`src/rtl/dsi_cbar_pkg.sv`:
```
// Shared types and constants for the DSI colorbar RGB888 line packer.
// Bar colours are listed in on-screen order from left to right.
package dsi_cbar_pkg;

  typedef enum logic [1:0] {
    ST_IDLE   = 2'd0,
    ST_ACTIVE = 2'd1,
    ST_DONE   = 2'd2
  } state_e;

  typedef enum logic [1:0] {
    PAT_COLORBAR = 2'd0,
    PAT_GRAY     = 2'd1,
    PAT_WHITE    = 2'd2,
    PAT_BLACK    = 2'd3
  } pattern_e;

  typedef struct packed {
    logic [7:0] r;
    logic [7:0] g;
    logic [7:0] b;
  } rgb_t;

  localparam int WORDS_PER_GROUP = 3;

  localparam rgb_t BAR_COLORS [8] = '{
    24'hFFFFFF,  // white
    24'hFFFF00,  // yellow
    24'h00FFFF,  // cyan
    24'h00FF00,  // green
    24'hFF00FF,  // magenta
    24'hFF0000,  // red
    24'h0000FF,  // blue
    24'h000000   // black
  };

endpackage

```
`src/rtl/dsi_cbar_pixel_gen.sv`:
```
// Combinational RGB generator for one group of four adjacent pixels.
// A group never straddles a bar boundary, so one bar colour covers all four pixels.
module dsi_cbar_pixel_gen
  import dsi_cbar_pkg::*;
#(
  parameter int NUM_BARS = 8
) (
  input  pattern_e       i_pattern,
  input  logic [7:0]     i_bar_idx,
  input  logic [7:0]     i_x0,
  output rgb_t [3:0]     o_pix
);

  rgb_t w_bar_rgb;
  assign w_bar_rgb = (i_bar_idx < 8'(NUM_BARS)) ? BAR_COLORS[i_bar_idx[2:0]] : '0;

  for (genvar gi = 0; gi < 4; gi++) begin : g_pix
    logic [7:0] w_x;
    rgb_t       w_rgb;

    assign w_x = i_x0 + 8'(gi);

    always_comb begin
      w_rgb = '0;
      case (i_pattern)
        PAT_COLORBAR: w_rgb = w_bar_rgb;
        PAT_GRAY:     w_rgb = {w_x, w_x, w_x};
        PAT_WHITE:    w_rgb = 24'hFFFFFF;
        default:      w_rgb = '0;
      endcase
    end

    assign o_pix[gi] = w_rgb;
  end

endmodule

```
`src/rtl/dsi_cbar_rgb888_packer.sv`:
```
// Generates one RGB888 test-pattern line per request and packs it densely into 32-bit FIFO words.
// The data register always holds the word about to be written, so a stall simply holds it.
module dsi_cbar_rgb888_packer
  import dsi_cbar_pkg::*;
#(
  parameter int H_ACTIVE  = 480,
  parameter int BAR_WIDTH = 60,
  parameter int NUM_BARS  = 8
) (
  input  logic        clk,
  input  logic        rst_n,
  input  logic        line_start,
  input  logic [1:0]  pattern_sel,
  output logic        busy,
  output logic        line_done,
  output logic        fifo_wr_en,
  output logic [31:0] fifo_wr_data,
  input  logic        fifo_wr_vld
);

  localparam logic [8:0] X_LAST     = 9'(H_ACTIVE - 4);
  localparam logic [8:0] IN_BAR_END = 9'(BAR_WIDTH - 4);
  localparam logic [1:0] PH_LAST    = 2'(WORDS_PER_GROUP - 1);

  state_e      r_state, w_state_next;
  pattern_e    r_pattern;
  logic [8:0]  r_x0;
  logic [1:0]  r_phase;
  logic [7:0]  r_bar_idx;
  logic [8:0]  r_in_bar;
  logic [31:0] r_data;

  logic        w_last;
  logic        w_bar_wrap;
  logic [8:0]  w_nxt_x0;
  logic [7:0]  w_nxt_bar;
  logic [8:0]  w_nxt_in_bar;
  pattern_e    w_gen_pat;
  logic [8:0]  w_gen_x0;
  logic [7:0]  w_gen_bar;
  logic [1:0]  w_sel;
  rgb_t [3:0]  w_pix;
  logic [31:0] w_word;

  assign w_last       = (r_x0 == X_LAST) && (r_phase == PH_LAST);
  assign w_bar_wrap   = (r_in_bar == IN_BAR_END);
  assign w_nxt_x0     = r_x0 + 9'd4;
  assign w_nxt_bar    = w_bar_wrap ? (r_bar_idx + 8'd1) : r_bar_idx;
  assign w_nxt_in_bar = w_bar_wrap ? 9'd0 : (r_in_bar + 9'd4);

  // Look one word ahead: in IDLE prepare word 0, after phase 2 prepare the next group.
  always_comb begin
    w_gen_pat = r_pattern;
    w_gen_x0  = r_x0;
    w_gen_bar = r_bar_idx;
    w_sel     = r_phase + 2'd1;
    if (r_state == ST_IDLE) begin
      w_gen_pat = pattern_e'(pattern_sel);
      w_gen_x0  = '0;
      w_gen_bar = '0;
      w_sel     = 2'd0;
    end else if (r_phase == PH_LAST) begin
      w_gen_x0  = w_nxt_x0;
      w_gen_bar = w_nxt_bar;
      w_sel     = 2'd0;
    end
  end

  dsi_cbar_pixel_gen #(
    .NUM_BARS (NUM_BARS)
  ) u_pixel_gen (
    .i_pattern (w_gen_pat),
    .i_bar_idx (w_gen_bar),
    .i_x0      (w_gen_x0[7:0]),
    .o_pix     (w_pix)
  );

  // Byte stream R0 G0 B0 R1 ... with the earliest byte in the least significant lane.
  always_comb begin
    case (w_sel)
      2'd0:    w_word = {w_pix[1].r, w_pix[0].b, w_pix[0].g, w_pix[0].r};
      2'd1:    w_word = {w_pix[2].g, w_pix[2].r, w_pix[1].b, w_pix[1].g};
      default: w_word = {w_pix[3].b, w_pix[3].g, w_pix[3].r, w_pix[2].b};
    endcase
  end

  always_comb begin
    w_state_next = r_state;
    busy         = 1'b0;
    line_done    = 1'b0;
    fifo_wr_en   = 1'b0;
    case (r_state)
      ST_IDLE: begin
        if (line_start) w_state_next = ST_ACTIVE;
      end
      ST_ACTIVE: begin
        busy       = 1'b1;
        fifo_wr_en = fifo_wr_vld & rst_n;
        if (fifo_wr_en && w_last) w_state_next = ST_DONE;
      end
      ST_DONE: begin
        busy         = 1'b1;
        line_done    = 1'b1;
        w_state_next = ST_IDLE;
      end
      default: w_state_next = ST_IDLE;
    endcase
  end

  always_ff @(posedge clk) begin
    if (!rst_n) begin
      r_state   <= ST_IDLE;
      r_pattern <= PAT_COLORBAR;
      r_x0      <= '0;
      r_phase   <= '0;
      r_bar_idx <= '0;
      r_in_bar  <= '0;
      r_data    <= '0;
    end else begin
      r_state <= w_state_next;
      if (r_state == ST_IDLE && line_start) begin
        r_pattern <= pattern_e'(pattern_sel);
        r_x0      <= '0;
        r_phase   <= '0;
        r_bar_idx <= '0;
        r_in_bar  <= '0;
        r_data    <= w_word;
      end else if (fifo_wr_en) begin
        r_data <= w_word;
        if (r_phase == PH_LAST) begin
          r_phase   <= '0;
          r_x0      <= w_nxt_x0;
          r_bar_idx <= w_nxt_bar;
          r_in_bar  <= w_nxt_in_bar;
        end else begin
          r_phase <= r_phase + 2'd1;
        end
      end
    end
  end

  assign fifo_wr_data = r_data;

endmodule

```
`config.mk`:
```
export PLATFORM = sky130hd
export DESIGN_NAME = dsi_cbar_rgb888_packer
export DESIGN_NICKNAME = d
export VERILOG_FILES = /design/src/rtl/dsi_cbar_pkg.sv /design/src/rtl/dsi_cbar_pixel_gen.sv /design/src/rtl/dsi_cbar_rgb888_packer.sv
export SDC_FILE = /design/constraint.sdc
export NUM_CORES = 1
export LEC_CHECK = 0
export BUFFER_PORTS_ARGS = -buffer_cell sky130_fd_sc_hd__buf_2
export CORE_MARGIN = 2
export CORE_UTILIZATION = 60
export DETAILED_ROUTE_END_ITERATION = 7
export HOLD_SLACK_MARGIN = 0.1
export MAX_ROUTING_LAYER = met4
export PLACE_DENSITY = 0.82
export SLEW_MARGIN = 20
export SYNTH_ARGS = -nofsm -noshare
export SYNTH_HDL_FRONTEND = slang
export SYNTH_SLANG_ARGS = --single-unit
export TNS_END_PERCENT = 30
```
`constraint.sdc`:
```
create_clock -name clk -period 4 [get_ports clk]
set_clock_uncertainty 0.05 [all_clocks]
set_input_delay 1.2 -clock clk [delete_from_list [all_inputs] [get_ports clk]]
set_output_delay 1.2 -clock clk [all_outputs]
set_load 0.01 [all_outputs]
```
==> metrics.yaml, run 1 <==
min_path:
  hp-class: "reg2reg"
  hold_path_depth: 2
  min_to: "r_pattern[1]$_SDFFE_PN0P_"
  min_from: "r_pattern[1]$_SDFFE_PN0P_"
global_route:
  grt_max_degree: 29
  grt_pass1_wl_um: 12700
  grt_overflow: 0
  antenna_found_initial: 0
  grt_usage_pct: 26.7
  grt_pass1_vias: 2699
worst_setup_path:
  r2r-start: "r_state[0]$_SDFFE_PN0P_"
  reg2reg_to: "fifo_wr_data[17]$_SDFFE_PN0P_"
  max_stage_delay_ps: 550
  r2r_slack_ps: 690
  endpoint_kind: "register"
  crit_family: "compound AO/OA/AOI/OAI gates"
  worstPathMaxFanout: 16
  start_kind: "register"
  path_class: "reg2reg"
  r2r_cells: 11
  worst_path_max_delay_cell: "ha_1"
  cp.arrival_ps: 3450
  crit_buf_inv: 2
  cp.required_ps: 4140
  crit_chain: "inv_1 > ha_1 > mux2_2 > inv_1 > ha_1 > nand2_1 > nor2_1 > a21oi_1 > o21ai_0 > a221oi_2 > a21oi_1"
outcome:
  status: "finished, final reports clean"
synthesis:
  ys_seq_area_share_pct: 33.9
  ys.flop_type: "dfxtp_1"
  syn_area_sq_um: 3190
  synth-seq-cells: 54
  ys_types: 62
  syn_nets: 396
  async_reset_ff_share_pct: 0
  yosys_warnings: 0
  syn_avg_cell_area_sq_um: 8.41
  synth_edf_count: 0
  synthesis.instances: 379
sta:
  setup_tns_ps: 0
  fmax_ghz: 0.302
  rsz0062_at_grt: "no"
  tightest_slew_ps: 717
  hold_violations: 0
  relSlewSlack_pct: 52.2
  period_share_pct: 82.8
  period_needed_ps: 3310
  slew_violations: 0
  setup_viol_count_final: 0
power:
  irDropWorstVdd_mv: 0.216
  p_leak_uw: 0.00146
  power_density_nw_per_um2: 432
cells_and_area:
  fin_cells: 477
  nNetsFinal: 423
  final_core_util_pct: 68.1
  drive_gt1_share_pct: 20.1
  syn_to_final_growth_pct: 9.14
  antenna_cells: 0
route:
  drtAntennaViolNets: 0
  drt_wl_total_um: 7210
  viasPerCell: 5.93
  wire_per_inst_um: 15.1
  drc: 0
  vias: 2830
  firstDrtPassIters: 5
  drtIter0Drc: 206
placement:
  gp_congestion: 0.904
  post-dp-hpwl_um: 5430
  dp_cells: 469
  numPortBuffers: 40
floorplanning:
  dieArea_sq_um: 5910
  num_rows: 26
  start_util_pct: 62.4
  core_area_sq_um: 5110
  io-pin-count: 41
  die_x_um: 76.9
  die_height_um: 76.9
clock_network:
  cts_buffers: 5
  clockBufferDepth: 2
  clock-sinks: 54
  clk_pin_slew_ps: 100
  root_buffer: "clkbuf_8"
  worstSkewPairLatency_ps: 310
  cts_tree: "yes"
  cts_resized: 0
  cts_hold_buf: 0
  cts_setup_buffers: 0
  h-tree-depth: 2
job:
  cap_violations: 0
-- cell type report --
class / count / area, sq um
Inverter: 11 / 41.3
Clock inverter: 2 / 16.3
Multi-Input combinational cell: 287 / 1920
Tap cell: 70 / 87.6
Sequential cell: 54 / 1080
Timing Repair Buffer: 47 / 253
Fill cell: 452 / 1630
Clock buffer: 6 / 82.6
-- Yosys cell counts, types with 2 or more instances --
cell type  instances  share of area, %
buf_4              6               1.4
nor3_1            16               2.5
o311ai_1           2              0.55
o41ai_2            2               1.0
o21ai_0           30               4.7
a21o_1             4              0.94
ha_1              11               4.3
a31oi_1            3              0.59
a41oi_1            2              0.55
nor2_1            40               4.7
and2_1             2              0.39
mux2i_1            5               1.6
nor2b_1            3              0.59
and3_1             4              0.78
dfxtp_1           54                34
xnor2_1           12               3.3
inv_1              9               1.1
nand2b_1           3              0.59
o31ai_1            3              0.71
o21ai_1            5              0.78
mux2_2             2              0.71
nand4_1            4              0.78
nor2_4             2              0.71
or3_1              3              0.59
nor4_1             2              0.39
nand3_1           16               2.5
xor2_1            12               3.3
nor3_2             3              0.94
a211oi_1           2              0.47
nand2_1           34               4.0
a221oi_2           3               1.4
o31a_1             2              0.55
clkbuf_1          19               2.2
a21oi_1           28               4.4
o221a_1            4               1.4
-- state kept, by name, summed over array words and instances (netlist names) --
name / flops
fifo_wr_data: 26
r_bar_idx: 8
r_in_bar: 7
r_pattern: 2
r_phase: 2
r_state: 2
r_x0: 7
-- routing by layer --
layer / wire [um] / vias up / global-route usage (%)
met5: 0 / - / -
met4: 165 / 0 / 8.91
met3: 303 / 13 / 3.76
met2: 3460 / 68 / 43.3
met1: 3270 / 1345 / 34.4
li1: - / 1404 / -
-- placed cells by master, fill, tap and decap left out, drive strengths merged, types with 2 or more instances in the layout --
cell type  instances
a41oi              2
ha                11
mux2               2
o31a               2
nand3             16
buf               47
nor3              19
and4               2
nand4b             2
o311ai             3
nand2b             3
and3               4
nor4               4
nand4              4
and2               2
mux2i              5
o211ai             2
clkbuf             6
nor2b              3
xor2              12
a211oi             3
inv               11
dfxtp             54
or3                3
a21o               4
o41ai              2
o21ai             35
o31ai              5
o221a              5
a221oi             3
a21oi             28
a31oi              3
nand2             34
xnor2             12
nor2              44
-- stage by stage --
step / area [sq um] / setup slack, ps / hold WS (ps) / power [uW]
after floorplan: 3190 / 876 / 384 / 1040
after global placement: 3380 / 680 / 393 / 1170
after detailed placement: 3380 / 550 / 400 / 1180
after CTS: 3480 / 740 / 414 / 1510
after global routing: 3480 / 421 / 447 / 1590
final: 3480 / 687 / 414 / 1500
-- worst register-to-register path: stages (launching register included) --
cell and delay (ps):
dfxtp_1 340, inv_1 90, ha_1 550, mux2_2 420, inv_1 110, ha_1 260
nand2_1 280, nor2_1 80, a21oi_1 400, o21ai_0 270, a221oi_2 260, a21oi_1 100
-- logic make-up after synthesis --
| family | count (synthesis) | synth area share (%) |
|---|---|---|
| buffers and inverters | 38 | 5.93 |
| AND/OR/NAND/NOR | 144 | 24.3 |
| adder cells (fa/ha/maj) | 11 | 4.32 |
| XOR/XNOR | 24 | 6.59 |
| flip-flops | 54 | 33.9 |
| AO/OA/AOI/OAI | 101 | 22.6 |
| multiplexers | 7 | 2.28 |
-- how the worst max path moves through the flow --
stage / slack (ps) / start / endpoint / cells after the start
3_5_place_dp: 550 / pattern_sel[1] / fifo_wr_data[17]$_SDFFE_PN0P_ / 10
5_1_grt: 420 / r_state[0]$_SDFFE_PN0P_ / fifo_wr_data[16]$_SDFFE_PN0P_ / 11
3_3_place_gp: 680 / pattern_sel[1] / fifo_wr_data[9]$_SDFFE_PN0P_ / 10
2_1_floorplan: 880 / rst_n / fifo_wr_en / 3
4_1_cts: 740 / r_state[1]$_SDFFE_PN0P_ / fifo_wr_data[17]$_SDFFE_PN0P_ / 11
6_report: 690 / r_state[0]$_SDFFE_PN0P_ / fifo_wr_data[17]$_SDFFE_PN0P_ / 11
-- report_power, final --
part           leakage (uW)  switching [uW]  internal, uW  total (uW)
logic              0.000966             336           201         537
clock network     0.0000478             182           143         325
registers          0.000442            38.0           604         642
Power figures use the tool's default switching activity.
==> inputs of run 2 (changes only) <==
Settings changed: CORE_UTILIZATION 60 to 58, PLACE_DENSITY 0.82 to 0.8.
Clock period 4 ns to 3.3 ns, I/O delays scaled along.
==> run 2 against run 1 <==
Effect of this change:
- clock power grew 64%
- critical path type unchanged
- global-route usage down 0.83 points
- combinational power rose by 25%
- via count about the same
- utilization is 0.19 points higher
- critical endpoint is now fifo_wr_data[24]$_SDFFE_PN0P_
- register-to-register slack got worse by 230 ps
- fmax is 17% higher
- routed wire length grew 3.6%
==> metrics.yaml, run 2 (synthesized netlist as in run 1, its figures left out) <==
outcome:
  status: "finished, final reports clean"  # unchanged
clock_network:
  cts_resized: 0  # unchanged
  cts_setup_buffers: 0  # unchanged
  cts_tree: "yes"  # unchanged
  cts_buffers: 5  # unchanged
  clock-sinks: 54  # unchanged
  h-tree-depth: 2  # unchanged
  clockBufferDepth: 2  # unchanged
  worstSkewPairLatency_ps: 310  # about the same
  clk_pin_slew_ps: 100  # about the same
  root_buffer: "clkbuf_8"  # unchanged
  cts_hold_buf: 0  # unchanged
placement:
  numPortBuffers: 40  # unchanged
  post-dp-hpwl_um: 5600  # was 5430 um
  gp_congestion: 1.00  # was 0.904
sta:
  fmax_ghz: 0.352  # was 0.302 GHz
  tightest_slew_ps: 636  # was 717 ps
  hold_violations: 0  # unchanged
  period_share_pct: 86.2  # was 82.8%
  rsz0062_at_grt: "no"  # unchanged
  setup_viol_count_final: 0  # unchanged
  slew_violations: 0  # unchanged
  setup_tns_ps: 0  # unchanged
  period_needed_ps: 2840  # was 3310 ps
  relSlewSlack_pct: 57.3  # was 52.2%
  whs_ps: 412  # was 414 ps
route:
  drc: 0  # unchanged
  viasPerCell: 5.87  # was 5.93
  drtAntennaViolNets: 0  # unchanged
  drtIter0Drc: 188  # was 206
  wire_per_inst_um: 15.5  # was 15.1 um
  firstDrtPassIters: 4  # was 5
  drt_wl_total_um: 7470  # was 7210 um
  vias: 2829  # was 2830
job:
  cap_violations: 0  # unchanged
floorplanning:
  num_rows: 26  # unchanged
  die_x_um: 78.1  # was 76.9 um
  start_util_pct: 61.3  # was 62.4%
  io-pin-count: 41  # unchanged
  dieArea_sq_um: 6110  # was 5910 sq um
  die_height_um: 78.1  # was 76.9 um
  core_area_sq_um: 5200  # was 5110 sq um
global_route:
  grt_max_degree: 20  # was 29
  grt_use_met1_pct: 33.1  # was 34.4%
  grt_usage_pct: 25.9  # was 26.7%
  grt_pass1_vias: 2611  # was 2699
  grt_use_met3_pct: 3.68  # was 3.76%
  met2_usage_pct: 42.5  # was 43.3%
  grt.busiest_layer: "met2"  # unchanged
  antenna_found_initial: 0  # unchanged
  grt_pass1_wl_um: 12400  # was 12700 um
  grt_overflow: 0  # unchanged
power:
  power_density_nw_per_um2: 556  # was 432 nW/um^2
  irDropWorstVdd_mv: 0.317  # was 0.216 mV
  p_leak_uw: 0.00150  # was 0.00146 uW
worst_setup_path:
  crit_family: "simple AND/OR/NAND/NOR gates"  # was compound AO/OA/AOI/OAI gates
  endpoint_kind: "register"  # unchanged
  worstPathMaxFanout: 12  # was 16
  cp.arrival_ps: 3030  # was 3450 ps
  crit_chain: "inv_1 > ha_1 > or4b_4 > nor4_4 > xnor2_1 > o211ai_4 > nor3_2 > o21ai_1 > a41oi_1"  # was inv_1 > ha_1 > mux2_2 > inv_1 > ha_1 > nand2_1 > nor2_1 > a21oi_1 > o21ai_0 > a221oi_2 > a21oi_1
  max_stage_delay_ps: 570  # was 550 ps
  cp.required_ps: 3490  # was 4140 ps
  worst_path_max_delay_cell: "or4b_4"  # was ha_1
  crit_buf_inv: 1  # was 2
  path_class: "reg2reg"  # unchanged
  start_kind: "register"  # unchanged
cells_and_area:
  nNetsFinal: 428  # was 423
  antenna_cells: 0  # unchanged
  final_core_util_pct: 68.3  # was 68.1%
  final_cell_mix: "54 x dfxtp_1, 40 x nor2_1, 40 x buf_2"  # unchanged
  num-fill-cells: 448  # was 452
  drive_gt1_share_pct: 21.1  # was 20.1%
  final_common_cell: "dfxtp_1"  # unchanged
  syn_to_final_growth_pct: 11.5  # was 9.14%
  largest_reg_flops: 26  # unchanged
min_path:
  hp-class: "reg2reg"  # unchanged
[run 2: report_power, final]
| part | internal [uW] | total, uW | switching [uW] |
|---|---|---|---|
| Sequential | 732 | 774 | 42.3 |
| Clock | 304 | 532 | 228 |
| Combinational | 259 | 671 | 413 |
| Total | 1290 | 1980 | 682 |
[run 2: stage by stage]
step / area (sq um) / std cells / total power (uW) / setup slack (ps)
after detailed placement: 3420 / 474 / 1450 / 383
after global routing: 3560 / 482 / 2090 / 322
final: 3560 / 482 / 1980 / 457
after CTS: 3560 / 482 / 1980 / 475
after global placement: 3420 / 474 / 1430 / 464
after floorplan: 3190 / 379 / 1260 / 511
[run 2: final timing paths]
| path | slack, ps | from | to | cells after the start |
|---|---|---|---|---|
| worst max-delay path | 460 | r_in_bar[2]$_SDFFE_PP0P_ | fifo_wr_data[24]$_SDFFE_PN0P_ | 9 |
| worst min-delay path | 410 | fifo_wr_data[23]$_SDFFE_PN0P_ | fifo_wr_data[23]$_SDFFE_PN0P_ | 2 |
| worst max register to register | 460 | r_in_bar[2]$_SDFFE_PP0P_ | fifo_wr_data[24]$_SDFFE_PN0P_ | 9 |
| worst min register to register | 410 | fifo_wr_data[23]$_SDFFE_PN0P_ | fifo_wr_data[23]$_SDFFE_PN0P_ | 2 |
[run 2: final cells by class]
class	instances	area, sq um	area share [%]
multi-input cells	287	1920	53.9
well taps	70	87.6	2.46
inverters	11	41.3	1.16
clock inverters	3	68.8	1.94
flip-flops and latches	54	1080	30.4
repair buffers	52	290	8.16
clock buffers	5	68.8	1.94
[run 2: metal layers]
metal	up-vias	wire (um)
li1	1405	-
met1	1347	3340
met2	69	3710
met3	8	307
met4	0	113
met5	-	0
[run 2: worst min-delay path: stages (launching register included)]
cell and delay [ps]:
dfxtp_1 320, nand3_1 50, o21ai_1 50
